--- config.mk ---
export PLATFORM = sky130hd
export DESIGN_NAME = ball_engine_flat
export DESIGN_NICKNAME = d
export VERILOG_FILES = /design/src/rtl/ball_pkg.sv /design/src/rtl/ball_engine_if.sv /design/src/rtl/ball_sweep.sv /design/src/rtl/ball_engine.sv /design/src/flat_wrapper.sv
export SDC_FILE = /design/constraint.sdc
export NUM_CORES = 1
export LEC_CHECK = 0
export ABC_AREA = 1
export ABC_CLOCK_PERIOD_IN_PS = 4200
export BUFFER_PORTS_ARGS = -buffer_cell sky130_fd_sc_hd__buf_2
export CAP_MARGIN = 20
export CORE_ASPECT_RATIO = 1.1
export CORE_MARGIN = 4
export CORE_UTILIZATION = 66
export CTS_CLUSTER_SIZE = 40
export DETAILED_ROUTE_END_ITERATION = 12
export GPL_TIMING_DRIVEN = 1
export PLACE_DENSITY_LB_ADDON = 0.12
export SLEW_MARGIN = 25
export SYNTH_ARGS = -nofsm -noshare
export SYNTH_HDL_FRONTEND = slang
export SYNTH_SLANG_ARGS = --single-unit
export TNS_END_PERCENT = 30
--- constraint.sdc ---
create_clock -name clk -period 4.2 [get_ports clk]
set_input_delay 0.63 -clock clk [delete_from_list [all_inputs] [get_ports clk]]
set_output_delay 0.63 -clock clk [all_outputs]
set_load 0.05 [all_outputs]
--- src/rtl/ball_pkg.sv ---
// Shared types and constants for the bouncing-ball engine.
package ball_pkg;

   typedef enum logic [2:0] {
      ST_IDLE  = 3'd0,
      ST_ERASE = 3'd1,
      ST_WAIT  = 3'd2,
      ST_MOVE  = 3'd3,
      ST_DRAW  = 3'd4,
      ST_DONE  = 3'd5
   } ball_state_t;

   localparam logic DIR_POS = 1'b1;
   localparam logic DIR_NEG = 1'b0;

   localparam logic [2:0] COLOR_BLACK = 3'd0;
   localparam logic [2:0] COLOR_FIRST = 3'd1;
   localparam logic [2:0] COLOR_LAST  = 3'd6;

   function automatic logic [2:0] next_color(input logic [2:0] c);
      return (c == COLOR_LAST) ? COLOR_FIRST : c + 3'd1;
   endfunction

endpackage

--- src/rtl/ball_engine_if.sv ---
// Sequencer-facing bundle of the ball engine: frame request, paddle column and pixel-write outputs.
interface ball_engine_if;
   // go is a level request sampled only while idle; busy stays high until the frame
   // returns to idle; done pulses once on the last frame cycle; plot qualifies x/y/color.
   logic       go;
   logic [7:0] paddle_x;
   logic [7:0] x_out;
   logic [6:0] y_out;
   logic [2:0] color_out;
   logic       plot;
   logic       busy;
   logic       done;
   logic       hit;
   logic       miss;

   modport master (
      output go, paddle_x,
      input  x_out, y_out, color_out, plot, busy, done, hit, miss
   );

   modport slave (
      input  go, paddle_x,
      output x_out, y_out, color_out, plot, busy, done, hit, miss
   );
endinterface

--- src/rtl/ball_sweep.sv ---
// Row-major SIZE x SIZE pixel index; held at zero while start is high, advances otherwise.
module ball_sweep #(
   parameter  int SIZE = 4,
   localparam int IW   = (SIZE > 1) ? $clog2(SIZE) : 1
) (
   input  logic          clk,
   input  logic          resetn,
   input  logic          start,
   output logic [IW-1:0] row,
   output logic [IW-1:0] col,
   output logic          last
);

   localparam logic [IW-1:0] MAX = IW'(SIZE - 1);

   assign last = (row == MAX) && (col == MAX);

   always_ff @(posedge clk or negedge resetn) begin
      if (!resetn) begin
         row <= '0;
         col <= '0;
      end else if (start) begin
         row <= '0;
         col <= '0;
      end else if (col == MAX) begin
         col <= '0;
         row <= last ? '0 : row + IW'(1);
      end else begin
         col <= col + IW'(1);
      end
   end

endmodule

--- src/rtl/ball_engine.sv ---
// Single-ball erase/wait/move/draw engine with wall and paddle bounces.
// Optional macro BALL_SPEEDUP_EN: paddle hits halve the move period down to MIN_DIV.
module ball_engine
   import ball_pkg::*;
#(
   parameter int SIZE     = 4,
   parameter int SCR_W    = 160,
   parameter int SCR_H    = 120,
   parameter int PADDLE_Y = 109,
   parameter int PADDLE_W = 16,
   parameter int MOVE_DIV = 10_000_000,
   parameter int MIN_DIV  = 1_250_000,
   parameter int X_INIT   = 50,
   parameter int Y_INIT   = 60
) (
   input  logic         clk,
   input  logic         resetn,
   ball_engine_if.slave bus,
   output ball_state_t  state_dbg
);

   localparam int IW = (SIZE > 1) ? $clog2(SIZE) : 1;
   // Period counter sized for whichever divider is larger.
   localparam int PW = $clog2(((MOVE_DIV > MIN_DIV) ? MOVE_DIV : MIN_DIV) + 1);

   localparam logic [8:0] SIZE9 = 9'(SIZE);
   localparam logic [8:0] SCRW9 = 9'(SCR_W);
   localparam logic [8:0] SCRH9 = 9'(SCR_H);
   localparam logic [8:0] PADY9 = 9'(PADDLE_Y);
   localparam logic [8:0] PADW9 = 9'(PADDLE_W);
   localparam logic [7:0] XI    = 8'(X_INIT);
   localparam logic [6:0] YI    = 7'(Y_INIT);

   ball_state_t   state;
   logic [7:0]    bx;
   logic [6:0]    by;
   logic          dx;
   logic          dy;
   logic [2:0]    col_q;
   logic [PW-1:0] wait_cnt;
   logic [PW-1:0] per;
   logic          busy_q;
   logic          done_q;

   logic          sweep_on;
   logic          sw_start;
   logic [IW-1:0] sw_row;
   logic [IW-1:0] sw_col;
   logic          sw_last;

   logic [8:0]    bx9;
   logic [8:0]    by9;
   logic [8:0]    px9;
   logic          x_wall;
   logic          p_hit;
   logic          y_miss;

   ball_sweep #(.SIZE(SIZE)) u_sweep (
      .clk    (clk),
      .resetn (resetn),
      .start  (sw_start),
      .row    (sw_row),
      .col    (sw_col),
      .last   (sw_last)
   );

   assign sweep_on = (state == ST_ERASE) || (state == ST_DRAW);
   assign sw_start = !sweep_on;

   // Edge tests run in 9 bits so bx+SIZE and paddle_x+PADDLE_W never wrap.
   assign bx9    = {1'b0, bx};
   assign by9    = {2'b00, by};
   assign px9    = {1'b0, bus.paddle_x};
   assign x_wall = (bx9 + SIZE9) >= SCRW9;
   assign p_hit  = (dy == DIR_POS) && ((by9 + SIZE9) == PADY9) &&
                   ((bx9 + SIZE9) > px9) && (bx9 < (px9 + PADW9));
   assign y_miss = (dy == DIR_POS) && !p_hit && ((by9 + SIZE9) >= SCRH9);

`ifdef BALL_SPEEDUP_EN
   logic [PW-1:0] per_half;
   assign per_half = per >> 1;

   always_ff @(posedge clk or negedge resetn) begin
      if (!resetn) begin
         per <= PW'(MOVE_DIV);
      end else if (state == ST_MOVE) begin
         if (p_hit)
            per <= (per_half > PW'(MIN_DIV)) ? per_half : PW'(MIN_DIV);
         else if (y_miss)
            per <= PW'(MOVE_DIV);
      end
   end
`else
   assign per = PW'(MOVE_DIV);
`endif

   always_ff @(posedge clk or negedge resetn) begin
      if (!resetn) begin
         state    <= ST_IDLE;
         bx       <= XI;
         by       <= YI;
         dx       <= DIR_POS;
         dy       <= DIR_POS;
         col_q    <= COLOR_FIRST;
         wait_cnt <= '0;
         busy_q   <= 1'b0;
         done_q   <= 1'b0;
      end else begin
         done_q <= 1'b0;
         case (state)
            ST_IDLE: begin
               if (bus.go) begin
                  state  <= ST_ERASE;
                  busy_q <= 1'b1;
               end
            end
            ST_ERASE: begin
               if (sw_last) begin
                  state    <= ST_WAIT;
                  wait_cnt <= '0;
               end
            end
            ST_WAIT: begin
               if (wait_cnt == per - PW'(1))
                  state <= ST_MOVE;
               else
                  wait_cnt <= wait_cnt + PW'(1);
            end
            ST_MOVE: begin
               state <= ST_DRAW;
               // A miss respawns the ball and overrides this cycle's x step.
               if (y_miss) begin
                  bx <= XI;
                  by <= YI;
                  dy <= DIR_NEG;
               end else begin
                  if (dx == DIR_POS) begin
                     if (x_wall) begin
                        dx <= DIR_NEG;
                        bx <= bx - 8'd1;
                     end else begin
                        bx <= bx + 8'd1;
                     end
                  end else if (bx == 8'd0) begin
                     dx <= DIR_POS;
                     bx <= 8'd1;
                  end else begin
                     bx <= bx - 8'd1;
                  end

                  if (dy == DIR_NEG) begin
                     if (by == 7'd0) begin
                        dy <= DIR_POS;
                        by <= 7'd1;
                     end else begin
                        by <= by - 7'd1;
                     end
                  end else if (p_hit) begin
                     dy <= DIR_NEG;
                     by <= by - 7'd1;
                  end else begin
                     by <= by + 7'd1;
                  end
               end
            end
            ST_DRAW: begin
               if (sw_last) begin
                  state  <= ST_DONE;
                  done_q <= 1'b1;
               end
            end
            ST_DONE: begin
               state  <= ST_IDLE;
               busy_q <= 1'b0;
               col_q  <= next_color(col_q);
            end
            default: state <= ST_IDLE;
         endcase
      end
   end

   assign bus.x_out     = sweep_on ? bx + 8'(sw_col) : bx;
   assign bus.y_out     = sweep_on ? by + 7'(sw_row) : by;
   assign bus.color_out = (state == ST_DRAW) ? col_q : COLOR_BLACK;
   assign bus.plot      = sweep_on;
   assign bus.busy      = busy_q;
   assign bus.done      = done_q;
   assign bus.hit       = (state == ST_MOVE) && p_hit;
   assign bus.miss      = (state == ST_MOVE) && y_miss;
   assign state_dbg     = state;

endmodule

--- src/flat_wrapper.sv ---
// flat-port wrapper written by rule: the top's interface ports become plain ports
module ball_engine_flat import ball_pkg::*;
#(
   parameter int SIZE     = 4,
   parameter int SCR_W    = 160,
   parameter int SCR_H    = 120,
   parameter int PADDLE_Y = 109,
   parameter int PADDLE_W = 16,
   parameter int MOVE_DIV = 10_000_000,
   parameter int MIN_DIV  = 1_250_000,
   parameter int X_INIT   = 50,
   parameter int Y_INIT   = 60
)
  (clk, resetn, state_dbg, bus_go, bus_paddle_x, bus_x_out, bus_y_out, bus_color_out, bus_plot, bus_busy, bus_done, bus_hit, bus_miss);
  ball_engine_if bus_i ();
  input  logic clk;
  input  logic resetn;
  output ball_state_t state_dbg;
  input wire logic [$bits(bus_i.go)-1:0] bus_go;
  input wire logic [$bits(bus_i.paddle_x)-1:0] bus_paddle_x;
  output wire logic [$bits(bus_i.x_out)-1:0] bus_x_out;
  output wire logic [$bits(bus_i.y_out)-1:0] bus_y_out;
  output wire logic [$bits(bus_i.color_out)-1:0] bus_color_out;
  output wire logic [$bits(bus_i.plot)-1:0] bus_plot;
  output wire logic [$bits(bus_i.busy)-1:0] bus_busy;
  output wire logic [$bits(bus_i.done)-1:0] bus_done;
  output wire logic [$bits(bus_i.hit)-1:0] bus_hit;
  output wire logic [$bits(bus_i.miss)-1:0] bus_miss;
  assign bus_i.go = bus_go;
  assign bus_i.paddle_x = bus_paddle_x;
  assign bus_x_out = bus_i.x_out;
  assign bus_y_out = bus_i.y_out;
  assign bus_color_out = bus_i.color_out;
  assign bus_plot = bus_i.plot;
  assign bus_busy = bus_i.busy;
  assign bus_done = bus_i.done;
  assign bus_hit = bus_i.hit;
  assign bus_miss = bus_i.miss;
  ball_engine #(.SIZE(SIZE), .SCR_W(SCR_W), .SCR_H(SCR_H), .PADDLE_Y(PADDLE_Y), .PADDLE_W(PADDLE_W), .MOVE_DIV(MOVE_DIV), .MIN_DIV(MIN_DIV), .X_INIT(X_INIT), .Y_INIT(Y_INIT)) u_core (.clk(clk), .resetn(resetn), .bus(bus_i), .state_dbg(state_dbg));
endmodule
# After elaboration in Yosys (flattened, before gate mapping)
# Index checks and enable logic that the tools add are counted.
[word_totals] ff_bits=53 in_bits=11
[op_classes] n_addsub=13 order_cmp=4 n_eq_ne=16 n_mux=36 n_bitwise=1 reduce_logical=19
[ops] operator="2-to-1 mux 24 bit" count=2
[ops] operator="one-hot mux 24 bit (2 select lines)" count=1
[ops] operator="2-to-1 mux 8 bit" count=5
[ops] operator="2-to-1 mux 7 bit" count=5
[ops] operator="adder 24 x 1 -> 24 bit (second input constant)" count=1
[ops] operator="equality test 24 bit (second input constant)" count=1
[ops] operator="2-to-1 mux 3 bit" count=6
[ops] operator="one-hot mux 3 bit (5 select lines)" count=1
[ops] operator="2-to-1 mux 1 bit" count=10
[ops] operator="2-to-1 mux 2 bit" count=5
[ops] operator="!= test 2 bit (second input constant)" count=5
[ops] operator="adder 8 x 3 -> 9 bit (second input constant)" count=1
[ops] operator="adder 8 x 5 -> 9 bit (second input constant)" count=1
[ops] operator="equality test 3 bit (second input constant)" count=3
[ops] operator="equality test 9 x 7 -> 1 bit (second input constant)" count=1
[ops] operator=">= comparator 9 x 7 -> 1 bit (second input constant)" count=1
[ops] operator=">= comparator 9 x 8 -> 1 bit (second input constant)" count=1
[ops] operator="> comparator 9 x 8 -> 1 bit" count=1
[ops] operator="< comparator 8 x 9 -> 1 bit" count=1
[ops] operator="adder 7 x 3 -> 8 bit (second input constant)" count=1
[ops] operator="adder 8 x 1 -> 8 bit (second input constant)" count=1
[ops] operator="adder 8 x 2 -> 8 bit" count=1
[ops] operator="logical AND 1 bit" count=8
[ops] operator="logical NOT 8 bit" count=1
[ops] operator="20 further kinds" count=25

# Logic depth before layout (Yosys ltp)
[depth] ltp_word=10 ltp_mapped=19

# Cells and area by module
# From an unflattened synthesis, not the netlist that was laid out.
[hier_totals] cells_unflattened=660 hier_area_um2=4594.4
[by_module_without_submodules] module="ball_engine" n_inst=1 cells_per_inst=639 area_each_um2=4409.2 seq_area_each_um2=1238.7
[by_module_without_submodules] module="ball_sweep" n_inst=1 cells_per_inst=21 area_each_um2=185.2 seq_area_each_um2=100.1

# Worst setup path before layout
# Ideal clock, no wire load.
[synth_path] path_kind="reg2out" from="reg u_core.bx[4]" to="out bus_miss" t_arrival_ns=2.730 required_time_ns=3.570 path_slack_ns=0.840 stages_incl_launch_ff=15 path_buffers=1 path_cell_list="dfstp_2 buf_4 nand2_1 nor2_1 nand2_1 xor2_1 ha_1 nand2_1 nor2_1 nand3_4 nand3_4 nor2_8 nand2_4 nand3_4 nor2_1"
[synth_via] elab_chain_len=8 elab_cells_between_ends=9 cone_classes="add/sub (1); order compare (2); reduce/logical (6)"
[synth_rtl] element="start, declared" line_no="ball_engine.sv:35" rtl="logic [7:0] bx;"
[synth_rtl] element="start signal, assigned" line_no="ball_engine.sv:140" rtl="bx <= bx - 8'd1;"
[synth_rtl] element="start signal, assigned" line_no="ball_engine.sv:142" rtl="bx <= bx + 8'd1;"
[synth_rtl] element="start signal, assigned" line_no="ball_engine.sv:148" rtl="bx <= bx - 8'd1;"
[synth_rtl] element="adder 8 x 3 -> 9 bit" line_no="ball_engine.sv:76" rtl="((bx9 + SIZE9) > px9) && (bx9 < (px9 + PADW9));"
[synth_rtl] element="> comparator 9 x 8 -> 1 bit" line_no="ball_engine.sv:76"
[synth_rtl] element="logical AND 1 bit" line_no="ball_engine.sv:75" rtl="assign p_hit = (dy == DIR_POS) && ((by9 + SIZE9) == PADY9) &&"
[synth_rtl] element="logical AND 1 bit *" line_no="ball_engine.sv:76"
[synth_rtl] element="logical NOT 1 bit *" line_no="ball_engine.sv:77" rtl="assign y_miss = (dy == DIR_POS) && !p_hit && ((by9 + SIZE9) >= SCRH9);"
[synth_rtl] element="logical AND 1 bit * (2 in series)" line_no="ball_engine.sv:77"
[synth_rtl] element="logical AND 1 bit *" line_no="ball_engine.sv:189" rtl="assign bus.miss = (state == ST_MOVE) && y_miss;"
[synth_rtl] element="end, declared" line_no="flat_wrapper.sv:28" rtl="output wire logic [$bits(bus_i.miss)-1:0] bus_miss;"
# Mark *: on every way between the ends. The rest lies on a longest branch, timed or not.

# Final worst setup path
[layout_path] from="reg u_core.bx[2]" to="out bus_miss"
# Same word-level chain as after synthesis.

==> qor_table.md <==
| Step | Parameter | Reported |
|---|---|---|
| run status | Result of the run | complete, no violations |
| setup path | Endpoint type of the worst setup path | output port |
| final layout | Fraction of layout instances using a drive strength above 1 | 13.2% |
| timing | Final cycle utilization of the critical path | 87.7% |
| synth | Ys Warns | 0 |
| global route | Vias in the first global route | 4158 |
| clock network | Hold buffer count at CTS | 0 |
| power and ir drop | Power per cell area | 593 mW/mm² |
| synth | Area of the mapped netlist | 0.00462 mm² |
| floorplan | Placeable Area | 0.00671 mm² |
| clock network | Root Buffer Master | sky130_fd_sc_hd__clkbuf_8 |
| routing | Post-route DRC violation count | 0 |
| synth | Share of synthesized area occupied by flip-flops and latches | 29.0% |
| synth | Leading area contributor after synthesis | sky130_fd_sc_hd__dfrtp_1 |
| timing | Setup repair after global routing missed its margin | false |
| global route | GRT Util Overall | 27.7% |
| power and ir drop | Portion of total power attributed to combinational logic | 59.2% |
| clock network | CTS tree | built |
| power and ir drop | Leak Pwr | 2.43 nW |
| synth | Cells after Synth | 647 |
| synth | Portion of synthesized cell area occupied by the leading cell type | 23.3% |
| synth | Most frequent cell after synthesis | sky130_fd_sc_hd__nand2_1 |
| routing | Post-DR vias/cell | 5.52 |
| synth | Number of distinct standard cells referenced by the synthesized netlist | 40 |
| clock network | Resize count post-CTS | 0 |
| timing | Setup total negative slack | 0 ns |
| final layout | Synthesis-to-layout area growth | 7.10% |
| synth | Async set or reset register ratio after synthesis | 100% |
| clock network | Clock-pin slew on the worst setup and hold paths | 0.10 ns |
| placed design | PortBufs | 36 |
| clock network | Maximum level of the CTS H-tree | 2 |
| timing | Final setup skew | 0.0154 ns |
| timing | Final hold slack | 0.225 ns |
| synth | Yosys reg bits | 53 |
| timing | Max Transition Viols Final | 0 |
| power and ir drop | Net switching fraction of the power | 54.4% |
| timing | Number of setup violations in the final report | 0 |
| timing | Worst slew pin tran | 0.554 ns |
| routing | Remaining number of nets flagged by the antenna check after routing | 0 |
| global route | Wire length of the first global-routing pass | 18.6 mm |
| power and ir drop | Relative contribution of the clock network to total power | 11.9% |
| floorplan | Cell Rows | 31 |
| routing | Wire per inst | 14.3 µm |
| routing | Number of detailed-route iterations in the first pass | 5 |
| hold path | Min-delay worst type | primary input to asynchronous set/reset pin |
| power and ir drop | Internal | 0.00134 W |
| global route | Maximum number of pins on one net before global-route repair | 36 |
| synth | Synth area leaders | sky130_fd_sc_hd__dfrtp_1 23%, sky130_fd_sc_hd__nand2_1 11%, sky130_fd_sc_hd__ha_1 9.2% |
| setup path | Class of the most critical setup path | flop to output port |
| clock network | Buffers inserted by post-CTS timing repair | 0 |
| setup path | Worst endpoint data arrival time | 3.05 ns |
| clock network | Clk sinks | 53 |
| clock network | Clock tree buffer depth | 2 |
| routing | Number of violations reported at the end of detailed-routing iteration 0 | 202 |
| synth | Total nets after synthesis | 694 |
| floorplan | Die boundary height | 95.7 µm |
| power and ir drop | Power after layout | 0.00293 W |
| final layout | Layout Nets | 727 |
| synth | Mean instance size in the synthesized netlist | 7.14 µm² |
| global route | Number of antenna violations at the first check in global routing | 0 |
| timing | Headroom to the max-slew limit | 62.7% |
| floorplan | Area of the die | 0.00840 mm² |
| setup path | Req. time, crit path | 3.57 ns |
| setup path | Startpoint class of the critical path | flop |
| timing | Max Clk Rate | 271 MHz |
| routing | Vias after detailed routing | 4208 |
| flow run | Max-cap viol count | 0 |
| synth | Number of enable flip-flop cells after synthesis | 0 |
| timing | Number of hold violations in the final report | 0 |
| floorplan | Die X-Extent | 87.8 µm |
| power and ir drop | Max rail drop VDD | 0.495 mV |
| power and ir drop | P_sw | 0.00160 W |
| floorplan | Effective utilization at floorplan | 68.8% |
| power and ir drop | Portion of total power attributed to sequential cells | 28.9% |
| synth | Leading post-synthesis cells by instance count | 141 x sky130_fd_sc_hd__nand2_1, 90 x sky130_fd_sc_hd__inv_1, 77 x sky130_fd_sc_hd__nor2_1, 49 x sky130_fd_sc_hd__nand3_1, 47 x sky130_fd_sc_hd__xor2_1 |
| placed design | Final estimated routing congestion in global placement | 0.977 |
| clock network | Number of buffers added by the clock tree synthesis step | 5 |
| timing | Time the final worst path needs with I/O delays and setup | 3.68 ns |
| final layout | ANT cells | 0 |
| global route | Total grt overflow | 0 |
| setup path | Largest fanout on the critical path | 10 |
| floorplan | Number of primary I/O pins | 37 |
| clock network | Clock Latency Late Sink | 0.31 ns |
| placed design | Sum of net half-perimeters after detailed placement | 8.65 mm |
| routing | Final wirelength | 10.9 mm |
| synth | Primary flip-flop cell chosen by synthesis mapping | sky130_fd_sc_hd__dfrtp_1 |
-- logic make-up after synthesis --
family,after synthesis,synth area share [%]
flip-flops,53,29.0
AND/OR/NAND/NOR,327,33.1
XOR/XNOR,50,9.48
buffers and inverters,106,9.43
adder cells (fa/ha/maj),36,10.1
AO/OA/AOI/OAI,74,8.67
multiplexers,1,0.244
-- critical path, stage by stage, from the launching register on --
cell	delay, ns
sky130_fd_sc_hd__dfrtp_1	0.56
sky130_fd_sc_hd__ha_1	0.29
sky130_fd_sc_hd__nand2_2	0.10
sky130_fd_sc_hd__nor2_4	0.16
sky130_fd_sc_hd__inv_1	0.05
sky130_fd_sc_hd__nand2_1	0.07
sky130_fd_sc_hd__inv_1	0.04
sky130_fd_sc_hd__ha_1	0.28
sky130_fd_sc_hd__nand2_1	0.10
sky130_fd_sc_hd__inv_1	0.04
sky130_fd_sc_hd__nand2_1	0.05
sky130_fd_sc_hd__nand2_1	0.05
sky130_fd_sc_hd__nand2_1	0.07
sky130_fd_sc_hd__nand2_1	0.18
sky130_fd_sc_hd__nand2_4	0.17
sky130_fd_sc_hd__nand3_4	0.15
sky130_fd_sc_hd__nor2_1	0.12
sky130_fd_sc_hd__buf_2	0.27
-- per-stage QoR --
| stage | std cells | util [%] | area [µm²] | setup WS [ns] |
|---|---|---|---|---|
| after floorplan | 647 | - | 4620 | 0.840 |
| after global placement | 755 | 72.0 | 4830 | 0.954 |
| after detailed placement | 755 | 72.0 | 4830 | 0.835 |
| after CTS | 763 | 73.7 | 4950 | 0.514 |
| after global routing | 763 | 73.7 | 4950 | 0.230 |
| final | 763 | 73.7 | 4950 | 0.516 |
-- sequential cells by signal, summed over array words and instances (netlist names), 2 cells and up --
name,count
u_core.u_sweep.row,2
u_core.wait_cnt,24
u_core.u_sweep.col,2
u_core.by,7
u_core.col_q,3
u_core.bx,8
u_core.state_dbg,3
-- final cells by class --
cell class              instances  area [µm²]
fillers                       549        1760
well taps                      82         103
clock inverters                 2        38.8
flip-flops and latches         53        1340
clock buffers                   6        72.6
repair buffers                 38         195
inverters                      94         354
multi-input cells             488        2840
-- layer usage --
metal / track usage, % / part of all wire (%) / vias up
li1: - / - / 2150
met3: 2.74 / 3.5 / 18
met5: 0 / 0 / -
met1: 34.6 / 43 / 1932
met4: 9.21 / 1.8 / 0
met2: 49.7 / 51 / 108
-- worst paths after layout --
| kind | start | end | slack, ns | cells after the start |
|---|---|---|---|---|
| setup / recovery | u_core.bx[2] | bus_miss | 0.52 | 17 |
| hold / removal | resetn | u_core.col_q[1] | 0.23 | 1 |
| setup reg to reg | u_core.bx[2] | u_core.bx[4] | 1.36 | 18 |
| hold reg to reg | u_core.u_sweep.col[0] | u_core.u_sweep.col[0] | 0.49 | 1 |
| max in group asynchronous | resetn | u_core.dx | 3.15 | 2 |
| min in group clk | u_core.u_sweep.col[0] | u_core.u_sweep.col[0] | 0.49 | 1 |
-- cells in the final DEF (no fill, tap or decap), types with 2 or more instances in the layout --
cell type,count
sky130_fd_sc_hd__a21oi_1,22
sky130_fd_sc_hd__buf_2,36
sky130_fd_sc_hd__buf_4,2
sky130_fd_sc_hd__clkbuf_8,5
sky130_fd_sc_hd__dfrtp_1,43
sky130_fd_sc_hd__dfstp_2,10
sky130_fd_sc_hd__fa_1,2
sky130_fd_sc_hd__ha_1,34
sky130_fd_sc_hd__inv_1,90
sky130_fd_sc_hd__inv_2,3
sky130_fd_sc_hd__nand2_1,141
sky130_fd_sc_hd__nand2_2,4
sky130_fd_sc_hd__nand2_4,3
sky130_fd_sc_hd__nand3_1,49
sky130_fd_sc_hd__nand3_2,4
sky130_fd_sc_hd__nand3_4,3
sky130_fd_sc_hd__nand4_1,13
sky130_fd_sc_hd__nor2_1,77
sky130_fd_sc_hd__nor2_2,2
sky130_fd_sc_hd__nor3_1,13
sky130_fd_sc_hd__nor3_2,2
sky130_fd_sc_hd__nor4_1,3
sky130_fd_sc_hd__o211ai_1,3
sky130_fd_sc_hd__o21ai_0,25
sky130_fd_sc_hd__o21ai_1,11
sky130_fd_sc_hd__o22ai_1,9
sky130_fd_sc_hd__o31ai_1,2
sky130_fd_sc_hd__or2_2,8
sky130_fd_sc_hd__xnor2_1,3
sky130_fd_sc_hd__xor2_1,47
-- power groups by stage --
stage	logic (W)	clock network (W)	registers, W
after floorplan	0.00140	0	0.000811
after global placement	0.00170	0	0.000843
after detailed placement	0.00174	0	0.000851
after CTS	0.00174	0.000359	0.000842
after global routing	0.00194	0.000387	0.000869
final	0.00174	0.000351	0.000847
(Power assumes the default switching activity.)
